File: config.mk
export PLATFORM = sky130hd
export DESIGN_NAME = console_writer
export DESIGN_NICKNAME = d
export VERILOG_FILES = /design/src/rtl/console_pkg.sv /design/src/rtl/console_cursor.sv /design/src/rtl/console_writer.sv
export SDC_FILE = /design/constraint.sdc
export NUM_CORES = 1
export LEC_CHECK = 0
export ABC_AREA = 0
export CAP_MARGIN = 20
export CORE_MARGIN = 2
export CORE_UTILIZATION = 53
export DETAILED_ROUTE_END_ITERATION = 10
export GPL_TIMING_DRIVEN = 0
export PLACE_DENSITY_LB_ADDON = 0.05
export SLEW_MARGIN = 10
export SYNTH_ARGS = -nofsm -noshare
export SYNTH_HDL_FRONTEND = slang
export SYNTH_SLANG_ARGS = --single-unit
File: constraint.sdc
create_clock -name px_clk -period 2.9 [get_ports px_clk]
set_input_delay 0.58 -clock px_clk [delete_from_list [all_inputs] [get_ports px_clk]]
set_output_delay 0.58 -clock px_clk [all_outputs]
set_load 0.02 [all_outputs]
File: src/rtl/console_pkg.sv
// Shared types and constants for the text-console writer.
package console_pkg;

    localparam int SCREEN_W_DEF = 40;
    localparam int SCREEN_H_DEF = 30;

    localparam logic [7:0] CC_BS = 8'h08;
    localparam logic [7:0] CC_LF = 8'h0A;
    localparam logic [7:0] CC_FF = 8'h0C;
    localparam logic [7:0] CC_CR = 8'h0D;

    localparam logic [7:0] PRINT_LO = 8'h20;
    localparam logic [7:0] PRINT_HI = 8'h7E;

    typedef enum logic [1:0] {
        ST_CLEAR,
        ST_IDLE,
        ST_WRITE,
        ST_CLRROW
    } state_e;

    typedef enum logic [2:0] {
        CUR_NONE,
        CUR_ADV,
        CUR_NL,
        CUR_CR,
        CUR_BS,
        CUR_HOME
    } cur_cmd_e;

    function automatic logic is_printable(input logic [7:0] c);
        return (c >= PRINT_LO) && (c <= PRINT_HI);
    endfunction

endpackage

File: src/rtl/console_cursor.sv
// Cursor position registers with advance/newline/CR/BS/home commands and row wrap.
// The next-row base output exists only when ROW_CLEAR_EN is defined.
module console_cursor
    import console_pkg::*;
#(
    parameter int SCREEN_W = SCREEN_W_DEF,
    parameter int SCREEN_H = SCREEN_H_DEF,
    parameter int AW       = 11
) (
    input  logic          clk_i,
    input  logic          rst_i,
    input  cur_cmd_e      cmd_i,
`ifdef ROW_CLEAR_EN
    output logic [AW-1:0] nl_base_o,
`endif
    output logic [5:0]    x_o,
    output logic [4:0]    y_o,
    output logic [AW-1:0] cell_addr_o
);

    logic [5:0] x_q, x_d;
    logic [4:0] y_q, y_d;
    logic [4:0] y_nl;

    assign y_nl = (y_q == 5'(SCREEN_H - 1)) ? 5'd0 : y_q + 5'd1;

    always_comb begin
        x_d = x_q;
        y_d = y_q;
        case (cmd_i)
            CUR_ADV: begin
                if (x_q == 6'(SCREEN_W - 1)) begin
                    x_d = 6'd0;
                    y_d = y_nl;
                end else begin
                    x_d = x_q + 6'd1;
                end
            end
            CUR_NL: begin
                x_d = 6'd0;
                y_d = y_nl;
            end
            CUR_CR:   x_d = 6'd0;
            CUR_BS:   if (x_q != 6'd0) x_d = x_q - 6'd1;
            CUR_HOME: begin
                x_d = 6'd0;
                y_d = 5'd0;
            end
            default: ;
        endcase
    end

    always_ff @(posedge clk_i) begin
        if (rst_i) begin
            x_q <= 6'd0;
            y_q <= 5'd0;
        end else begin
            x_q <= x_d;
            y_q <= y_d;
        end
    end

    assign x_o         = x_q;
    assign y_o         = y_q;
    assign cell_addr_o = AW'(y_q) * AW'(SCREEN_W) + AW'(x_q);
`ifdef ROW_CLEAR_EN
    assign nl_base_o   = AW'(y_nl) * AW'(SCREEN_W);
`endif

endmodule

File: src/rtl/console_writer.sv
// VRAM write-side sequencer for the 40x30 text console; display reads always win.
// Define ROW_CLEAR_EN to blank each row the cursor enters on a newline.
//
// state  | meaning
// CLEAR  | fill whole screen with BLANK_CHAR, one cell per granted cycle
// IDLE   | accept and decode one character
// WRITE  | one printable character pending until granted
// CLRROW | fill the freshly entered row with BLANK_CHAR (ROW_CLEAR_EN only)
module console_writer
    import console_pkg::*;
#(
    parameter int              SCREEN_W   = SCREEN_W_DEF,
    parameter int              SCREEN_H   = SCREEN_H_DEF,
    parameter int              AW         = 11,
    parameter int              DW         = 8,
    parameter logic [DW-1:0]   BLANK_CHAR = 8'h20
) (
    input  logic          px_clk,
    input  logic          reset,
    input  logic [7:0]    char_i,
    input  logic          char_valid_i,
    output logic          char_ready_o,
    input  logic          disp_active_i,
    output logic          we_vram,
    output logic [AW-1:0] addr_w,
    output logic [DW-1:0] data_w,
    output logic [5:0]    cursor_x,
    output logic [4:0]    cursor_y,
    output logic          busy
);

    localparam logic [AW-1:0] CELLS_LAST = AW'(SCREEN_W * SCREEN_H - 1);
`ifdef ROW_CLEAR_EN
    localparam logic [AW-1:0] ROW_LAST   = AW'(SCREEN_W - 1);
`endif

    state_e        state_q, state_d;
    logic [AW-1:0] addr_q, addr_d;
    logic [DW-1:0] data_q, data_d;
    logic [AW-1:0] cnt_q, cnt_d;   // cells remaining after the current one
    cur_cmd_e      cmd;
    logic          grant;
    logic [AW-1:0] cell_addr;
`ifdef ROW_CLEAR_EN
    logic [AW-1:0] nl_base;
`endif

    console_cursor #(
        .SCREEN_W (SCREEN_W),
        .SCREEN_H (SCREEN_H),
        .AW       (AW)
    ) u_cursor (
        .clk_i       (px_clk),
        .rst_i       (reset),
        .cmd_i       (cmd),
`ifdef ROW_CLEAR_EN
        .nl_base_o   (nl_base),
`endif
        .x_o         (cursor_x),
        .y_o         (cursor_y),
        .cell_addr_o (cell_addr)
    );

    // Reset gates the strobe so nothing is written during the reset cycle itself.
    assign grant        = (state_q != ST_IDLE) && !disp_active_i && !reset;
    assign we_vram      = grant;
    assign char_ready_o = (state_q == ST_IDLE);
    assign busy         = (state_q != ST_IDLE);
    assign addr_w       = addr_q;
    assign data_w       = data_q;

    always_comb begin
        state_d = state_q;
        addr_d  = addr_q;
        data_d  = data_q;
        cnt_d   = cnt_q;
        cmd     = CUR_NONE;
        case (state_q)
            ST_CLEAR: begin
                if (grant) begin
                    if (cnt_q == '0) begin
                        state_d = ST_IDLE;
                        cmd     = CUR_HOME;
                    end else begin
                        addr_d = addr_q + 1'b1;
                        cnt_d  = cnt_q - 1'b1;
                    end
                end
            end
            ST_IDLE: begin
                if (char_valid_i) begin
                    if (is_printable(char_i)) begin
                        state_d = ST_WRITE;
                        addr_d  = cell_addr;
                        data_d  = DW'(char_i);
                    end else begin
                        case (char_i)
                            CC_CR: cmd = CUR_CR;
                            CC_LF: begin
                                cmd = CUR_NL;
`ifdef ROW_CLEAR_EN
                                state_d = ST_CLRROW;
                                addr_d  = nl_base;
                                cnt_d   = ROW_LAST;
                                data_d  = BLANK_CHAR;
`endif
                            end
                            CC_BS: cmd = CUR_BS;
                            CC_FF: begin
                                cmd     = CUR_HOME;
                                state_d = ST_CLEAR;
                                addr_d  = '0;
                                cnt_d   = CELLS_LAST;
                                data_d  = BLANK_CHAR;
                            end
                            default: ;
                        endcase
                    end
                end
            end
            ST_WRITE: begin
                if (grant) begin
                    if (cursor_x < 6'(SCREEN_W - 1)) begin
                        cmd     = CUR_ADV;
                        state_d = ST_IDLE;
                    end else begin
                        cmd     = CUR_NL;
`ifdef ROW_CLEAR_EN
                        state_d = ST_CLRROW;
                        addr_d  = nl_base;
                        cnt_d   = ROW_LAST;
                        data_d  = BLANK_CHAR;
`else
                        state_d = ST_IDLE;
`endif
                    end
                end
            end
`ifdef ROW_CLEAR_EN
            ST_CLRROW: begin
                if (grant) begin
                    if (cnt_q == '0) begin
                        state_d = ST_IDLE;
                    end else begin
                        addr_d = addr_q + 1'b1;
                        cnt_d  = cnt_q - 1'b1;
                    end
                end
            end
`endif
            default: state_d = ST_IDLE;
        endcase
    end

    always_ff @(posedge px_clk) begin
        if (reset) begin
            state_q <= ST_CLEAR;
            addr_q  <= '0;
            data_q  <= BLANK_CHAR;
            cnt_q   <= CELLS_LAST;
        end else begin
            state_q <= state_d;
            addr_q  <= addr_d;
            data_q  <= data_d;
            cnt_q   <= cnt_d;
        end
    end

endmodule

==> metrics.csv, run 1 <==
metric;value;unit
headroom to the max-slew limit;40.4;%
CP Launch Type;flip-flop;
dpl cell area;0.00340;mm2
num ports;45;
Clk Latency, worst-skew pair;0.31;ns
initial antenna violation count;0;
CTS tree;built;
# fillers;448;
first-pass GRT wire length;12.7;mm
Tcrit/Tclk final;95.3;%
first drt pass iteration count;4;
Hold Crit Class;flip-flop to flip-flop;
nets;433;
via count of the first global-routing pass;2660;
post-synthesis adder-cell area fraction;8.76;%
Min-Delay Path Depth;1;
Final Max Slew Viols;0;
worst-margin pin slew;0.886;ns
VDD IR-drop max;0.224;mV
post-synthesis sequential area ratio;29.8;%
Critical Path Max Stage Delay;0.61;ns
slowest cell on the critical path;clkdlybuf4s50_1;
Synth Flop Type;dfxtp_1;
Tmin final;2.76;ns
GP Congestion;0.863;
reg-to-reg critical path startpoint;u_cursor.y_o[1];
RSZ-0062 raised after global routing;false;
worst-path fanout max;10;
Sequential Area;861;um2
Design Power;1.14;mW
setup slack after placement;-0.140;ns
Simple-Gate Fraction of Synth Area;27.5;%
initial core utilization;55.8;%
clock edge transition at the registers on the reported setup and hold paths;0.09;ns
area of the multi-input gates;0.00191;mm2
CP Class;flip-flop to primary output;
largest area contributor in the netlist;dfxtp_1;
post-synthesis net count;383;
All-Layer GR Usage;25.9;%
grt total ovfl;0;
number of DRC markers in iteration 0;241;
Cell Pwr Density;326;mW/mm2
number of port buffers;43;
WHS Endpoint;data_w[7];
Final Skew;0.00464;ns
Setup-failing EPs final;0;
LEAKAGE;1.29;nW
total clock buffers created by CTS;5;
routed wire length;7.60;mm
die area;0.00605;mm2
vias per std cell;6.12;
Synth Area in XOR/XNOR;6.68;%
H-tree depth;2;
hold_ws;0.497;ns
Residual DRC;0;
FP Rows;26;
worst reg2reg path endpoint;addr_w[10];
post-route ant nets;0;
Fmax achieved;362;MHz
Synth cell types;63;
complex-gate fraction of the synthesized area;22.0;%
cell mode on critical path;inv_1;
Final Hold Viols;0;
mux share of post-synthesis cell area;1.08;%
Synth Instances;352;
setup TNS;0;ns
Yosys top cell area share;29.8;%
post-route setup slack;0.137;ns
area growth from synthesis to layout;21.1;%
largest net degree at the start of global routing;15;
Synth async-reset ratio;0;%
Syn Area/Cell;8.20;um2
Ys Warns;0;
worst hold start;data_w[7];
fraction of layout cells with a size suffix above 1;6.95;%
largest family of logic cells by synthesized area;simple AND/OR/NAND/NOR gates;
Root Buffer;clkbuf_8;
synthesized area;0.00289;mm2
Ant. Diodes;0;
clk buf depth;2;
status;finished, final reports clean;
CP cell instances;inv_1, nor2_1, inv_1, clkbuf_1, clkdlybuf4s50_1;
routed vias;2893;
Post-CTS Setup Inserts;0;
WP data required;2.32;ns
WL/cell;16.1;um
Final Instance Area;0.00349;mm2
most frequent cells in the layout;dfxtp_1 (43), clkdlybuf4s50_1 (43), nor2_1 (36);
r2r worst-path depth;9;
R2R setup slack;0.18;ns
max-cap viol count;0;
Clock Sinks;43;
Area contributors post-synth;dfxtp_1 (30%), ha_1 (7.4%), xnor2_1 (5.2%);
die width;77.8;um
Crit path arrival time;2.18;ns
DIE HEIGHT;77.8;um
Core Area;0.00517;mm2
Post-DP HPWL;5.65;mm
number of synthesized flops with an enable pin;0;
crit end category;primary output;
synthesized flop and latch total;43;
worst max-delay path: cells and delay by family, from the launching register on:
kind | cells | cell delay (ns)
simple gates | 1 | 0.35
buf+inv | 4 | 1.09
flops | 1 | 0.43
state kept, by name, indices dropped and copies added (netlist names):
name	count
addr_w	11
cnt_q	11
data_w	8
u_cursor.x_o	6
u_cursor.y_o	5
state_q	2
Yosys cell counts (6+ instances only):
library cell,n
clkbuf_1,9
nand2_1,26
xnor2_1,17
and3_1,7
nor3_1,11
o22ai_1,6
nor2_1,36
dfxtp_1,43
nand3_1,17
inv_1,17
ha_1,17
nor4_1,6
o21ai_0,16
a21o_1,7
a22oi_1,12
a21oi_1,17
power by group:
part           internal (mW)  switching, mW  total, mW
Combinational         0.0567         0.0743      0.131
Sequential             0.599         0.0120      0.611
Clock                  0.168          0.231      0.399
Total                  0.823          0.317       1.14
final cells by class:
class | instances | share of cell area [%]
inverters | 17 | 1.83
repair buffers | 43 | 12.3
clock buffers | 5 | 1.97
plain buffers | 12 | 1.61
clock inverters | 3 | 0.573
multi-input cells | 280 | 54.6
well taps | 70 | 2.51
flip-flops and latches | 43 | 24.6
through the flow:
| stage | instances | utilization, % |
|---|---|---|
| finish | 473 | 67.6 |
| global route | 473 | 67.6 |
| CTS | 473 | 67.5 |
| detailed placement | 465 | 65.8 |
| global placement | 465 | 65.8 |
| floorplan | 352 | - |
cells by family after synthesis:
logic type / count (synthesis)
AND/OR/NAND/NOR: 145
AO/OA/AOI/OAI: 91
flip-flops: 43
buffers and inverters: 29
XOR/XNOR: 22
adder cells (fa/ha/maj): 19
multiplexers: 3
metal layers:
metal	wire length, um	track usage, %	vias to the layer above
li1	-	-	1412
met1	3430	33.5	1399
met2	3750	43.4	67
met3	309	4.42	15
met4	118	8.93	0
met5	0	0	-
how the worst max path moves through the flow:
stage / start / to / cells past startpoint
finish: state_q[0] / busy / 5
global route: u_cursor.y_o[1] / addr_w[10] / 9
CTS: state_q[0] / char_ready_o / 4
detailed placement: char_i[0] / addr_w[10] / 7
global placement: char_i[0] / addr_w[10] / 7
floorplan: u_cursor.y_o[1] / addr_w[10] / 9
what timing repair did:
action,CTS,global route
hold buffers,0,0
resized for setup,0,2
endpoints found under the setup margin,0,2
(Power assumes the default switching activity.)
==> run 2: changes to the inputs <==
DONT_BUFFER_PORTS = 1   (was default)
==> run 2 against run 1 <==
Highest routed layer unchanged. Sequential power rose by 1%. Global-route usage fell by 1.1 points. Cell area fell by 11%. Clock-buffer cell count increased by 1.
==> metrics.csv, run 2 (same netlist as run 1, synthesis figures left out) <==
metric;value;unit
status;finished, final reports clean;
CP Class;flip-flop to flip-flop;
Residual DRC;0;
Clk Latency, worst-skew pair;0.30;ns
Clock Sinks;43;
WP data required;3.13;ns
LEAKAGE;1.16;nW
Final Max Slew Viols;0;
grt total ovfl;0;
vias per std cell;6.13;
number of port buffers;0;
die area;0.00605;mm2
worst-path fanout max;7;
All-Layer GR Usage;24.8;%
area growth from synthesis to layout;7.85;%
GP Congestion;0.850;
routed wire length;7.19;mm
Hold Crit Class;input port to flip-flop;
Fmax achieved;372;MHz
fraction of layout cells with a size suffix above 1;7.50;%
CTS tree;built;
first-pass GRT wire length;12.0;mm
headroom to the max-slew limit;46.3;%
setup TNS;0;ns
routed vias;2634;
Setup-failing EPs final;0;
Ant. Diodes;0;
Final Core Density;60.2;%
H-tree depth;2;
Final Skew;0.00594;ns
die width;77.8;um
Post-CTS Setup Inserts;0;
WL/cell;16.7;um
Crit path arrival time;2.92;ns
DIE HEIGHT;77.8;um
nets;390;
total clock buffers created by CTS;5;
VDD IR-drop max;0.209;mV
clock edge transition at the registers on the reported setup and hold paths;0.09;ns
most common cell after layout, fill and taps aside;dfxtp_1;
Tmin final;2.69;ns
first drt pass iteration count;5;
post-route ant nets;0;
RSZ-0062 raised after global routing;false;
initial antenna violation count;0;
Root Buffer;clkbuf_8;
crit end category;flip-flop;
Post-DP HPWL;5.38;mm
Cell Pwr Density;407;mW/mm2
post_cts resized;0;
via count of the first global-routing pass;2391;
most frequent cells in the layout;dfxtp_1 (43), nor2_1 (36), nand2_1 (26);
FP Rows;26;
Core Area;0.00517;mm2
worst-margin pin slew;0.798;ns
clk buf depth;2;
number of DRC markers in iteration 0;206;
num ports;45;
largest net degree at the start of global routing;14;
Tcrit/Tclk final;92.7;%
hold-fix buffers at CTS;0;
max-cap viol count;0;
initial core utilization;55.8;%
Final Hold Viols;0;
CP Launch Type;flip-flop;
==> run 2: cell count changes in the layout (fill, tap and decap cells not counted) <==
cell,change
clkdlybuf4s50_1,-43
bufinv_16,+2
clkbuf_1,+2
clkinvlp_4,-2
clkbuf_2,-1
clkinv_2,-1
nor4b_1,-1
nor4b_2,+1
==> run 2: routing by layer <==
metal | routed length [um] | global-route usage [%] | up-vias
met5 | 0 | 0 | -
met4 | 81 | 6.96 | 0
met3 | 477 | 5.81 | 7
met2 | 3390 | 40.5 | 78
met1 | 3240 | 32.5 | 1225
li1 | - | - | 1324
==> run 2: worst max-delay path, cell delays in order, from the launching register on <==
cell	delay, ns
dfxtp_1	0.61
ha_1	0.31
ha_1	0.21
inv_1	0.07
fa_1	0.48
nor4b_2	0.38
nand2_1	0.09
o22ai_1	0.20
nand2_1	0.11
a41oi_2	0.16
==> run 2: path summary, 6_finish.rpt <==
check / startpoint / endpoint / slack, ns / depth (start not counted)
hold / removal: char_i[0] / data_w[0] / 0.43 / 2
hold reg to reg: cnt_q[1] / cnt_q[1] / 0.52 / 2
setup / recovery: u_cursor.y_o[1] / addr_w[10] / 0.21 / 9
setup reg to reg: u_cursor.y_o[1] / addr_w[10] / 0.21 / 9
==> run 2: where the power goes <==
group          total, mW  internal [mW]  switching, mW
Sequential         0.619          0.599         0.0204
Combinational     0.0874         0.0342         0.0532
Clock              0.560          0.344          0.215
Total               1.27          0.977          0.289
==> run 2: layout make-up <==
type	count	area, um2
clock inverter	2	60.1
tap	70	87.6
sequential	43	861
inverter	17	63.8
clock buffer	6	72.6
fill	467	2060
multi-input combinational	280	1910
buffer	12	55.1
==> run 2: through the flow <==
stage	hold slack, ns	cell area, um2	worst slack (ns)	power, mW	std cells
2_1_floorplan	0.474	2890	0.468	0.697	352
3_3_place_gp	0.494	2970	0.129	0.718	422
3_5_place_dp	0.506	2970	0.109	0.720	422
4_1_cts	0.418	3110	0.0877	1.28	430
5_1_grt	0.420	3110	0.0290	1.32	430
6_report	0.427	3110	0.213	1.27	430
==> run 3: changes to the inputs <==
TNS_END_PERCENT = 50   (was default)
clock period = 2.3 ns   (was 2.9 ns; I/O delays follow)
==> run 3 against run 2 <==
Non-clock buffer count is 5 higher. Core utilization increased by 2.4 points. Clock skew about the same. Register-to-register slack lost 0.21 ns. Highest routed layer unchanged. Wire length is 3.9% higher. Hold slack worse by 0.13 ns. Via count increased by 3.4%. Clock power is 9.3% lower. Global-route usage rose by 0.21 points. Die area stayed put. Largest power group unchanged.
==> metrics.csv, run 3 (same netlist as run 1, synthesis figures left out) <==
metric;value;unit
status;finished, final reports clean;
Tcrit/Tclk final;99.8;%
first-pass GRT wire length;12.3;mm
slowest cell on the critical path;or4_4;
GP Congestion;0.884;
Clk Latency, worst-skew pair;0.31;ns
max-cap viol count;0;
RSZ-0062 raised after global routing;true;
worst hold start;char_i[3];
Clock Sinks;43;
Tmin final;2.29;ns
die area;0.00605;mm2
FP Rows;26;
worst-margin pin slew;0.774;ns
Min-Delay Path Depth;2;
number of DRC markers in iteration 0;179;
H-tree depth;2;
headroom to the max-slew limit;47.7;%
dpl cell area;0.00298;mm2
post-route ant nets;0;
Setup-failing EPs final;0;
CTS tree;built;
Core Area;0.00517;mm2
Final Max Slew Viols;0;
reg-to-reg critical path startpoint;cnt_q[0];
nets;396;
vias per std cell;6.25;
CP Class;flip-flop to flip-flop;
# fillers;459;
total clock buffers created by CTS;5;
num ports;45;
WP data required;2.53;ns
Hold Crit Class;input port to flip-flop;
setup slack after placement;-0.267;ns
DIE HEIGHT;77.8;um
largest net degree at the start of global routing;15;
Sequential Area;881;um2
Cells after DPL;422;
Crit path arrival time;2.53;ns
Final Skew;0.00570;ns
worst reg2reg path endpoint;addr_w[10];
Design Power;1.41;mW
LEAKAGE;1.20;nW
r2r worst-path depth;7;
fraction of layout cells with a size suffix above 1;16.4;%
Residual DRC;0;
clock edge transition at the registers on the reported setup and hold paths;0.09;ns
number of port buffers;0;
die width;77.8;um
All-Layer GR Usage;25.0;%
WL/cell;17.1;um
Final Instance Area;0.00324;mm2
Fmax achieved;436;MHz
CP Launch Type;flip-flop;
routed wire length;7.48;mm
first drt pass iteration count;4;
CP cell instances;inv_1, ha_1, nor4b_2, a31o_1, a211o_2, or4_4, a41oi_2;
post-route setup slack;0.00540;ns
hold-fix buffers at CTS;0;
initial antenna violation count;0;
Final Hold Viols;0;
Post-DP HPWL;5.34;mm
R2R setup slack;0.005;ns
worst-path fanout max;8;
clk buf depth;2;
via count of the first global-routing pass;2602;
area growth from synthesis to layout;12.1;%
WHS Endpoint;data_w[3];
grt total ovfl;0;
final std cells w/o fill;436;
Cell Pwr Density;435;mW/mm2
crit end category;flip-flop;
VDD IR-drop max;0.226;mV
area of the multi-input gates;0.00202;mm2
Root Buffer;clkbuf_8;
most common cell after layout, fill and taps aside;dfxtp_1;
initial core utilization;55.8;%
most frequent cells in the layout;dfxtp_1 (35), nor2_1 (33), nand2_1 (26);
Ant. Diodes;0;
Critical Path Max Stage Delay;0.50;ns
routed vias;2723;
-- run 3: cell count changes in the layout (fill, tap and decap cells not counted), sizes merged --
| cell | before | now |
|---|---|---|
| bufinv | 2 | 0 |
| o22ai | 7 | 8 |
| clkinvlp | 0 | 2 |
| buf | 3 | 9 |
| clkbuf | 15 | 13 |
| clkinv | 0 | 1 |
-- run 3: worst max path at each step --
stage,slack (ns),startpoint,depth (start not counted),to
4_1_cts,0.004,u_cursor.y_o[1],9,addr_w[10]
6_report,0.005,cnt_q[0],7,addr_w[10]
3_5_place_dp,-0.27,u_cursor.y_o[2],9,addr_w[10]
5_1_grt,-0.15,cnt_q[0],8,addr_w[0]
2_1_floorplan,0.06,u_cursor.y_o[2],9,addr_w[9]
3_3_place_gp,-0.26,u_cursor.y_o[2],9,addr_w[10]
-- run 3: final cells by class --
cell class	instances	area share, %
buffer	11	1.66
clock buffer	5	2.13
clock inverter	3	0.619
inverter	17	1.97
multi-input combinational	281	62.3
sequential	43	27.2
tap	70	2.71
timing repair buffer	6	1.39
-- run 3: per-layer routing --
metal  wire [um]  global-route usage, %
met2        3500                   39.9
met5           0                      0
met1        3400                   32.9
met3         457                   5.70
met4         116                   8.93
-- run 3: repair_timing --
action | 4_1_cts | 5_1_grt
resized for setup | 14 | 17
pin swaps | 1 | 5
setup buffers | 0 | 6
cloned | 0 | 1
setup endpoints to repair | 11 | 39
-- run 3: metrics by stage --
step	utilization [%]	hold WS [ns]	TNS (ns)
4_1_cts	60.3	0.302	0
3_3_place_gp	57.7	0.493	-0.860
3_5_place_dp	57.7	0.500	-0.922
5_1_grt	62.6	0.298	-1.09
6_report	62.6	0.300	0
2_1_floorplan	-	0.474	0
-- run 3: report_power, final --
part           internal (mW)  leakage (nW)  total (mW)  switching [mW]
combinational         0.0514         0.810       0.124          0.0723
sequential             0.751         0.353       0.777          0.0264
clock                  0.212        0.0402       0.508           0.296
total                   1.01          1.20        1.41           0.394
-- run 3: worst max-delay path: cells and delay by family (launching register included) --
family | cells | cell delay (ns)
flip-flops | 1 | 0.38
adder cells (fa/ha/maj) | 1 | 0.20
AO/OA/AOI/OAI | 3 | 0.88
AND/OR/NAND/NOR | 2 | 0.68
buffers and inverters | 1 | 0.09
